==> src/rtl/cpu_run_controller.sv <==
// ---------------------------------------------------------------------------
// cpu_run_controller
//
// Produces the soft CPU's execute qualifier (CPU_EN) from the board's
// free-run switch and single-step key. It also counts executed instructions
// and can stop at an optional PC breakpoint. Everything runs in the
// FPGA_GlobalClock domain. The CPU advances only on CPU_TICK pulses from the
// clock tree.
//
// Optional feature macro: CPU_RUN_CTRL_BREAKPOINT_EN
//   defined   - PC breakpoint compare, BREAK state and HALTED are built.
//   undefined - match is tied low, BREAK is unreachable, HALTED is 0 and
//               PC_IN/BRK_ADDR/BRK_ARM are ignored.
//
// Parameters
//   DB_BITS  debounce counter width. An input is accepted after
//            2^DB_BITS-1 consecutive cycles of disagreement.
//   CNT_W    width of STEP_COUNT.
//
// Ports
//   FPGA_GlobalClock  in   sole clock
//   NCLR              in   asynchronous active-low reset
//   ALWAYS_CPU_EN     in   raw run switch, active-high, asynchronous
//   ONCE_CPU_EN       in   raw step key, active-low, asynchronous
//   CPU_TICK          in   one-cycle processor-clock tick
//   PC_IN[7:0]        in   current PC of the CPU
//   BRK_ADDR[7:0]     in   breakpoint address
//   BRK_ARM           in   breakpoint enable
//   CPU_EN            out  execute qualifier (combinational from state/match)
//   RUN_STATE[1:0]    out  STOP=00 RUN=01 STEP=10 BREAK=11
//   HALTED            out  1 while in BREAK
//   STEP_COUNT        out  executed-instruction counter (wraps)
// ---------------------------------------------------------------------------
module cpu_run_controller #(
  parameter int DB_BITS = 19,
  parameter int CNT_W   = 16
) (
  input  logic             FPGA_GlobalClock,
  input  logic             NCLR,
  input  logic             ALWAYS_CPU_EN,
  input  logic             ONCE_CPU_EN,
  input  logic             CPU_TICK,
  input  logic [7:0]       PC_IN,
  input  logic [7:0]       BRK_ADDR,
  input  logic             BRK_ARM,
  output logic             CPU_EN,
  output logic [1:0]       RUN_STATE,
  output logic             HALTED,
  output logic [CNT_W-1:0] STEP_COUNT
);

  typedef enum logic [1:0] {
    STOP  = 2'b00,
    RUN   = 2'b01,
    STEP  = 2'b10,
    BREAK = 2'b11
  } state_t;

  // The counter value that becomes all-ones on this cycle's increment.
  localparam logic [DB_BITS-1:0] DB_LAST = {{(DB_BITS-1){1'b1}}, 1'b0};

  logic               run_meta, run_sync;
  logic               key_meta, key_sync;
  logic [DB_BITS-1:0] run_cnt, key_cnt;
  logic               run_lvl;
  logic               key_db, key_db_q;
  logic               step_req;
  logic               match;
  state_t             state;

  // Two-flop synchronizers. The key idles high, so its path resets to 1.
  // NOTE: sequential state is always written with non-blocking (<=)
  // assignments so every flop samples pre-edge values, matching hardware.
  always_ff @(posedge FPGA_GlobalClock or negedge NCLR) begin
    if (!NCLR) begin
      run_meta <= 1'b0;
      run_sync <= 1'b0;
      key_meta <= 1'b1;
      key_sync <= 1'b1;
    end else begin
      run_meta <= ALWAYS_CPU_EN;
      run_sync <= run_meta;
      key_meta <= ONCE_CPU_EN;
      key_sync <= key_meta;
    end
  end

  // Debounce. Each counter measures how long the synchronized input has
  // disagreed with its accepted value. Any cycle of agreement, such as a
  // glitch ending, restarts it. When the count reaches all-ones, the new
  // value is accepted and the counter restarts.
  always_ff @(posedge FPGA_GlobalClock or negedge NCLR) begin
    if (!NCLR) begin
      run_cnt  <= '0;
      run_lvl  <= 1'b0;
      key_cnt  <= '0;
      key_db   <= 1'b1;
      key_db_q <= 1'b1;
    end else begin
      key_db_q <= key_db;

      if (run_sync == run_lvl) begin
        run_cnt <= '0;
      end else if (run_cnt == DB_LAST) begin
        run_lvl <= run_sync;
        run_cnt <= '0;
      end else begin
        run_cnt <= run_cnt + DB_BITS'(1);
      end

      if (key_sync == key_db) begin
        key_cnt <= '0;
      end else if (key_cnt == DB_LAST) begin
        key_db  <= key_sync;
        key_cnt <= '0;
      end else begin
        key_cnt <= key_cnt + DB_BITS'(1);
      end
    end
  end

  // One-cycle request on the accepted press edge (1 -> 0) of the key.
  assign step_req = key_db_q & ~key_db;

`ifdef CPU_RUN_CTRL_BREAKPOINT_EN
  assign match  = BRK_ARM && (PC_IN == BRK_ADDR);
  assign HALTED = (state == BREAK);
`else
  logic unused_brk;
  assign match      = 1'b0;
  assign HALTED     = 1'b0;
  assign unused_brk = ^{PC_IN, BRK_ADDR, BRK_ARM};
`endif

  // Run/step state machine. A step request that arrives in a state that
  // cannot use it is dropped rather than remembered.
  always_ff @(posedge FPGA_GlobalClock or negedge NCLR) begin
    if (!NCLR) begin
      state <= STOP;
    end else begin
      case (state)
        STOP: begin
          if (run_lvl)       state <= RUN;
          else if (step_req) state <= STEP;
        end
        RUN: begin
          if (!run_lvl)      state <= STOP;
          else if (match)    state <= BREAK;
        end
        STEP: begin
          if (CPU_TICK)      state <= STOP;
        end
        BREAK: begin
          if (step_req)      state <= STEP;
          else if (!run_lvl) state <= STOP;
        end
        default:             state <= STOP;
      endcase
    end
  end

  // The match term gates CPU_EN in the same cycle the PC lands on the
  // breakpoint. The instruction at BRK_ADDR therefore never runs in RUN. It
  // runs only from STEP, which ignores match.
  assign CPU_EN    = ((state == RUN) && !match) || (state == STEP);
  assign RUN_STATE = state;

  always_ff @(posedge FPGA_GlobalClock or negedge NCLR) begin
    if (!NCLR) begin
      STEP_COUNT <= '0;
    end else if (CPU_TICK && CPU_EN) begin
      STEP_COUNT <= STEP_COUNT + CNT_W'(1);
    end
  end

endmodule
==> config.mk <==
export PLATFORM = sky130hd
export DESIGN_NAME = cpu_run_controller
export DESIGN_NICKNAME = d
export VERILOG_FILES = /design/src/rtl/cpu_run_controller.sv
export SDC_FILE = /design/constraint.sdc
export NUM_CORES = 1
export LEC_CHECK = 0
export BUFFER_PORTS_ARGS = -buffer_cell sky130_fd_sc_hd__buf_2
export CAP_MARGIN = 5
export CORE_ASPECT_RATIO = 2
export CORE_MARGIN = 2
export CORE_UTILIZATION = 51
export CTS_CLUSTER_SIZE = 25
export DETAILED_ROUTE_END_ITERATION = 10
export GPL_TIMING_DRIVEN = 1
export PLACE_DENSITY_LB_ADDON = 0.12
export SLEW_MARGIN = 20
export SYNTH_ARGS = -nofsm -noshare
export SYNTH_HDL_FRONTEND = slang
export SYNTH_SLANG_ARGS = --single-unit
==> constraint.sdc <==
create_clock -name FPGA_GlobalClock -period 1.9 [get_ports FPGA_GlobalClock]
set_input_delay 0.095 -clock FPGA_GlobalClock [delete_from_list [all_inputs] [get_ports FPGA_GlobalClock]]
set_output_delay 0.095 -clock FPGA_GlobalClock [all_outputs]
set_load 0.02 [all_outputs]
Yosys cells after proc, flatten, opt, wreduce, memory -nomap -nowiden:

Cells that the tools add are included.

* register bits after elaboration: 63
* input bits: 22
* word-level logic and storage cells: 43

* add/subtract/negate cells: 3
* eq/ne operators: 9
* muxes and demuxes: 10
* bitwise operators: 4
* reductions and logical operators: 6

Operators with widths (number)
* 2-to-1 mux 19 bit: 4
* adder 19 x 1 -> 19 bit (second input constant): 2
* equality test 19 bit (second input constant): 2
* adder 16 x 1 -> 16 bit (second input constant): 1
* 2-to-1 mux 2 bit: 5
* case mux 2 bit (4 select lines): 1
* AND reduction 2 bit: 3
* equality test 2 bit (second input constant): 2
* != test 3 bit (second input constant): 1
* NOT 1 bit: 3
* equality test 1 bit: 2
* equality test 2 x 1 -> 1 bit (second input constant): 1
* zero test 2 bit: 1
* != test 2 bit (second input constant): 1
* AND 1 bit: 1
* logical AND 1 bit: 1
* logical OR 1 bit: 1

Depth between registers and ports, before layout:

* word-level depth: 5
* gate-level depth with buffers: 6
* depth with buffers taken out: 6

Worst setup path before layout:

OpenSTA, ideal clock, no wires.

* path kind: reg-to-reg
* start: reg key_cnt[9]
* end: reg key_cnt[8]
* library setup time: 0.119 ns
* data arrival time: 1.889 ns
* data required time: 1.781 ns
* setup slack: -0.108 ns
* cell stages (with the launch flop): 6
* clock period less this slack: 2.008 ns
* cell sequence: dfrtp_1 nand4_1 or4_4 o41ai_4 buf_6 nor2_1

* cells in the longest elaborated chain, start to end: 3

Ends and longest elaborated chain
* start: declaration: RTL line 64 `logic [DB_BITS-1:0] run_cnt, key_cnt;`
* start signal: assignment: RTL line 117 `key_cnt <= key_cnt + DB_BITS'(1);`
* equality test 19 bit: RTL line 113 `end else if (key_cnt == DB_LAST) begin`
* 2-to-1 mux 19 bit: RTL line 113
* 2-to-1 mux 19 bit: RTL line 111 `if (key_sync == key_db) begin`

No other way between the ends.
A chain may end at the register's enable or synchronous reset.

Worst setup path after layout:

* start: reg run_cnt[8]
* end: reg run_cnt[17]

* cells in the longest elaborated chain, start to end: 3
* elaborated cells on any way between the ends: 4
* classes of those cells: add/sub: 1; eq/ne: 1; mux: 2

Ends and longest elaborated chain
* start: declaration: RTL line 64
* start signal: assignment: RTL line 108 `run_cnt <= run_cnt + DB_BITS'(1);`
* adder 19 x 1 -> 19 bit or equality test 19 bit (tied branches): RTL line 108, 104
* 2-to-1 mux 19 bit (*): RTL line 104 `end else if (run_cnt == DB_LAST) begin`
* 2-to-1 mux 19 bit (*): RTL line 102 `if (run_sync == run_lvl) begin`

Mark *: on every way between the ends. The rest lies on a longest branch, timed or not.

==> impl_metrics.env <==
export IMPL_die_w_um=58.88
export IMPL_final_cell_mix="dfrtp_1 (58), nor2_1 (38), buf_4 (27), xnor2_1 (26), buf_2 (23)"
export IMPL_grt_pass1_vias=2313
export IMPL_rr_worst_depth=6
export IMPL_n_antenna_cell=0
export IMPL_p_int_uw=2594
export IMPL_rr_startpoint="run_cnt[8]"
export IMPL_final_core_util_pct=65.25
export IMPL_grt_pass1_wl_mm=10.52
export IMPL_grt_usage_pct=20.57
export IMPL_syn_inst=292
export IMPL_ys_ff_latch=63
export IMPL_numCtsBuffers=9
export IMPL_rsz0062_at_grt="true"
export IMPL_synthToLayoutAreaGrowth_pct=25.46
export IMPL_ir_drop_mv=0.6219
export IMPL_finalSetupTns_ns=0
export IMPL_insertion_delay_ns=0.32
export IMPL_hp_start="CPU_TICK"
export IMPL_cp_startpoint="run_cnt[8]"
export IMPL_path_max_fanout=6
export IMPL_r2r_setup_slack_ns=0.02
export IMPL_yosys_area_share_simple_pct=21.51
export IMPL_nets=387
export IMPL_dp_hpwl_mm=4.182
export IMPL_core_region_area_um2=5906
export IMPL_grt_overflow_total=0
export IMPL_cts_clk_slew_worst_paths_ns=0.05
export IMPL_status="complete, but fails checks"
export IMPL_p_comb_share_pct=14.6
export IMPL_wl_per_cell_um=14.38
export IMPL_drc=5
export IMPL_pwr_share_clk_pct=42.1
export IMPL_synth_xor_area_share_pct=11.69
export IMPL_drt_iter0_drc=64
export IMPL_critical_path_class="reg -> reg"
export IMPL_slew_viol_final=0
export IMPL_fmax_mhz=532.1
export IMPL_post_synth_mux_area_share_pct=1.100
export IMPL_initial_utilization_pct=52.01
export IMPL_fin_crit_ns=1.879
export IMPL_synthesis_area_um2=3072
export IMPL_finalClockSkew_ns=0.006155
export IMPL_violations="DRC"
export IMPL_final_common_cell="dfrtp_1"
export IMPL_yosysSeqAreaShare_pct=51.49
export IMPL_dr_pass1_iters=7
export IMPL_cts_tree="done"
export IMPL_end_kind="register"
export IMPL_ios=42
export IMPL_leakagePower_uw=0.001723
export IMPL_syn_avg_cell_area_um2=10.52
export IMPL_die_h_um=113.8
export IMPL_cts_root_buf="clkbuf_16"
export IMPL_yosysWarnings=0
export IMPL_reg2reg_to="run_cnt[17]"
export IMPL_final_setup_viol_count=0
export IMPL_h_tree_depth=3
export IMPL_seqPwrFrac_pct=43.3
export IMPL_fin_ws_ns=0.02074
export IMPL_synthAdderAreaFrac_pct=4.073
export IMPL_gp_congestion=0.8069
export IMPL_powerDensity_nw_per_um2=917.3
export IMPL_synth_compound_gate_area_share_pct=6.925
export IMPL_p_sw_share_pct=26.63
export IMPL_die_area_um2=6697
export IMPL_ys_flop_type="dfrtp_1"
export IMPL_timing_final_hold_violations=0
export IMPL_required_ns=2.10
export IMPL_endpoint="run_cnt[17]"
export IMPL_worstPathArrival_ns=2.08
export IMPL_viasPerCell=5.504
export IMPL_max_cap_violations=0
export IMPL_cp_start_kind="register"
export IMPL_synth_edf_count=0
export IMPL_period_share_pct=98.91
export IMPL_antenna_found_initial=0
export IMPL_max_stage_delay_ns=0.56
export IMPL_wirelength_mm=6.083
export IMPL_synth_top_family_by_area="simple AND/OR/NAND/NOR gates"
export IMPL_hp_class="in -> reg"
export IMPL_dpl_worst_slack_ns=-0.04872
export IMPL_synthArstFlopShare_pct=100.0
export IMPL_grt_max_degree=24
export IMPL_fp_row_count=40
export IMPL_crit_slowest_cell="or4_4"
export IMPL_port_buffers=23
export IMPL_crit_chain="nand4_1 -> or4_4 -> buf_6 -> buf_4 -> o31ai_1 -> a21oi_2"
export IMPL_final_cell_count_no_fill=423
export IMPL_detail_route_antenna_nets=0
export IMPL_power_uw=3535
export IMPL_syn_nets=324
export IMPL_dp_cells=395
export IMPL_drive_above_1_share_pct=26.11
export IMPL_p_switching_uw=941.3
export IMPL_route_vias_total=2328
export IMPL_synth_cell_types=39
export IMPL_clk_path_buf_depth=2
export IMPL_cts_sinks=63
## power by group through the flow
stage | Combinational, µW | Clock, µW | Sequential, µW
4_1_cts | 497 | 1530 | 1520
3_3_place_gp | 470 | 0 | 1540
6_report | 518 | 1490 | 1530
2_1_floorplan | 240 | 0 | 1610
5_1_grt | 573 | 1580 | 1540
3_5_place_dp | 484 | 0 | 1550
## synthesized netlist by cell type, types with 2 or more instances
cell type	instances	area, µm²
ha_1	10	125.1
buf_6	2	22.52
mux2_2	3	33.78
nand2_1	14	52.55
nor3_1	8	40.04
or4_1	7	52.55
or4_4	2	22.52
nand3_1	21	105.1
dfstp_2	4	105.1
or3_1	5	31.28
o31ai_1	5	37.54
a21oi_1	11	55.05
xnor2_1	26	227.7
inv_1	14	52.55
nor2_1	38	142.6
and4_1	3	26.28
or2_2	2	12.51
o21ai_0	6	30.03
clkbuf_1	2	7.510
dfrtp_1	59	1476
and3_1	3	18.77
or3_2	2	15.01
nor4_1	5	31.28
nand2b_1	2	12.51
xor2_1	15	131.4
nand4_1	10	62.56
## cells by family (layout without fill, tap and decap cells)
family / count (synthesis) / in the layout
adders and majority gates: 10 / 10
DFF: 63 / 63
other: 1 / 1
buffers and inverters: 20 / 88
AOI/OAI and AO/OA: 29 / 29
xor gates and xnor gates: 41 / 41
muxes: 3 / 3
and+or+nand+nor: 125 / 125
## per-stage QoR
stage / cell area, µm² / hold slack [ns]
after floorplan: 3072 / -0.2006
after global placement: 3408 / 0.04588
after detailed placement: 3408 / 0.04037
after CTS: 3761 / 0.09288
after global routing: 3854 / 0.1140
final: 3854 / 0.1040
## critical path, delay by kind of cell (launching register included)
kind / cells / cell delay (ns)
compound gates: 2 / 0.39
buf+inv: 2 / 0.29
flops: 1 / 0.35
simple gates: 2 / 0.71
## worst min-delay path by stage
stage | endpoint | slack, ns | cells after the start
detailed placement | key_cnt[15] | 0.04 | 1
global route | STEP_COUNT[2] | 0.11 | 3
finish | STEP_COUNT[2] | 0.10 | 3
global placement | key_cnt[15] | 0.05 | 1
floorplan | RUN_STATE[0] | -0.20 | 0
CTS | STEP_COUNT[2] | 0.09 | 3
## flip-flops by register name (all words and copies together), names as in the netlist
signal	cells
key_db	1
STEP_COUNT	16
key_db_q	1
key_cnt	19
run_cnt	19
key_sync	1
run_lvl	1
run_meta	1
key_meta	1
RUN_STATE	2
run_sync	1
## layout make-up
type / count / area, µm²
fillers: 487 / 2052
flip-flops and latches: 63 / 1583
multi-input cells: 209 / 1449
repair buffers: 58 / 412.9
clock buffers: 13 / 260.3
well taps: 63 / 78.83
inverters: 14 / 52.55
clock inverters: 3 / 17.52
## routing by layer
metal | track usage, % | vias to the layer above | wire length (µm)
met5 | 0 | - | 0
li1 | - | 1144 | -
met4 | 9.545 | 0 | 129
met2 | 30.81 | 27 | 3038
met3 | 5.329 | 8 | 149
met1 | 27.59 | 1149 | 2766
## timing repair
action	CTS	global route
hold buffers	3	0
setup endpoints to repair	2	27
hold endpoints to repair	19	0
gates resized for setup	5	14
pin swaps	3	5
setup buffers	4	4
gates cloned	0	1
Note: power is estimated with default switching activity, not from simulation.
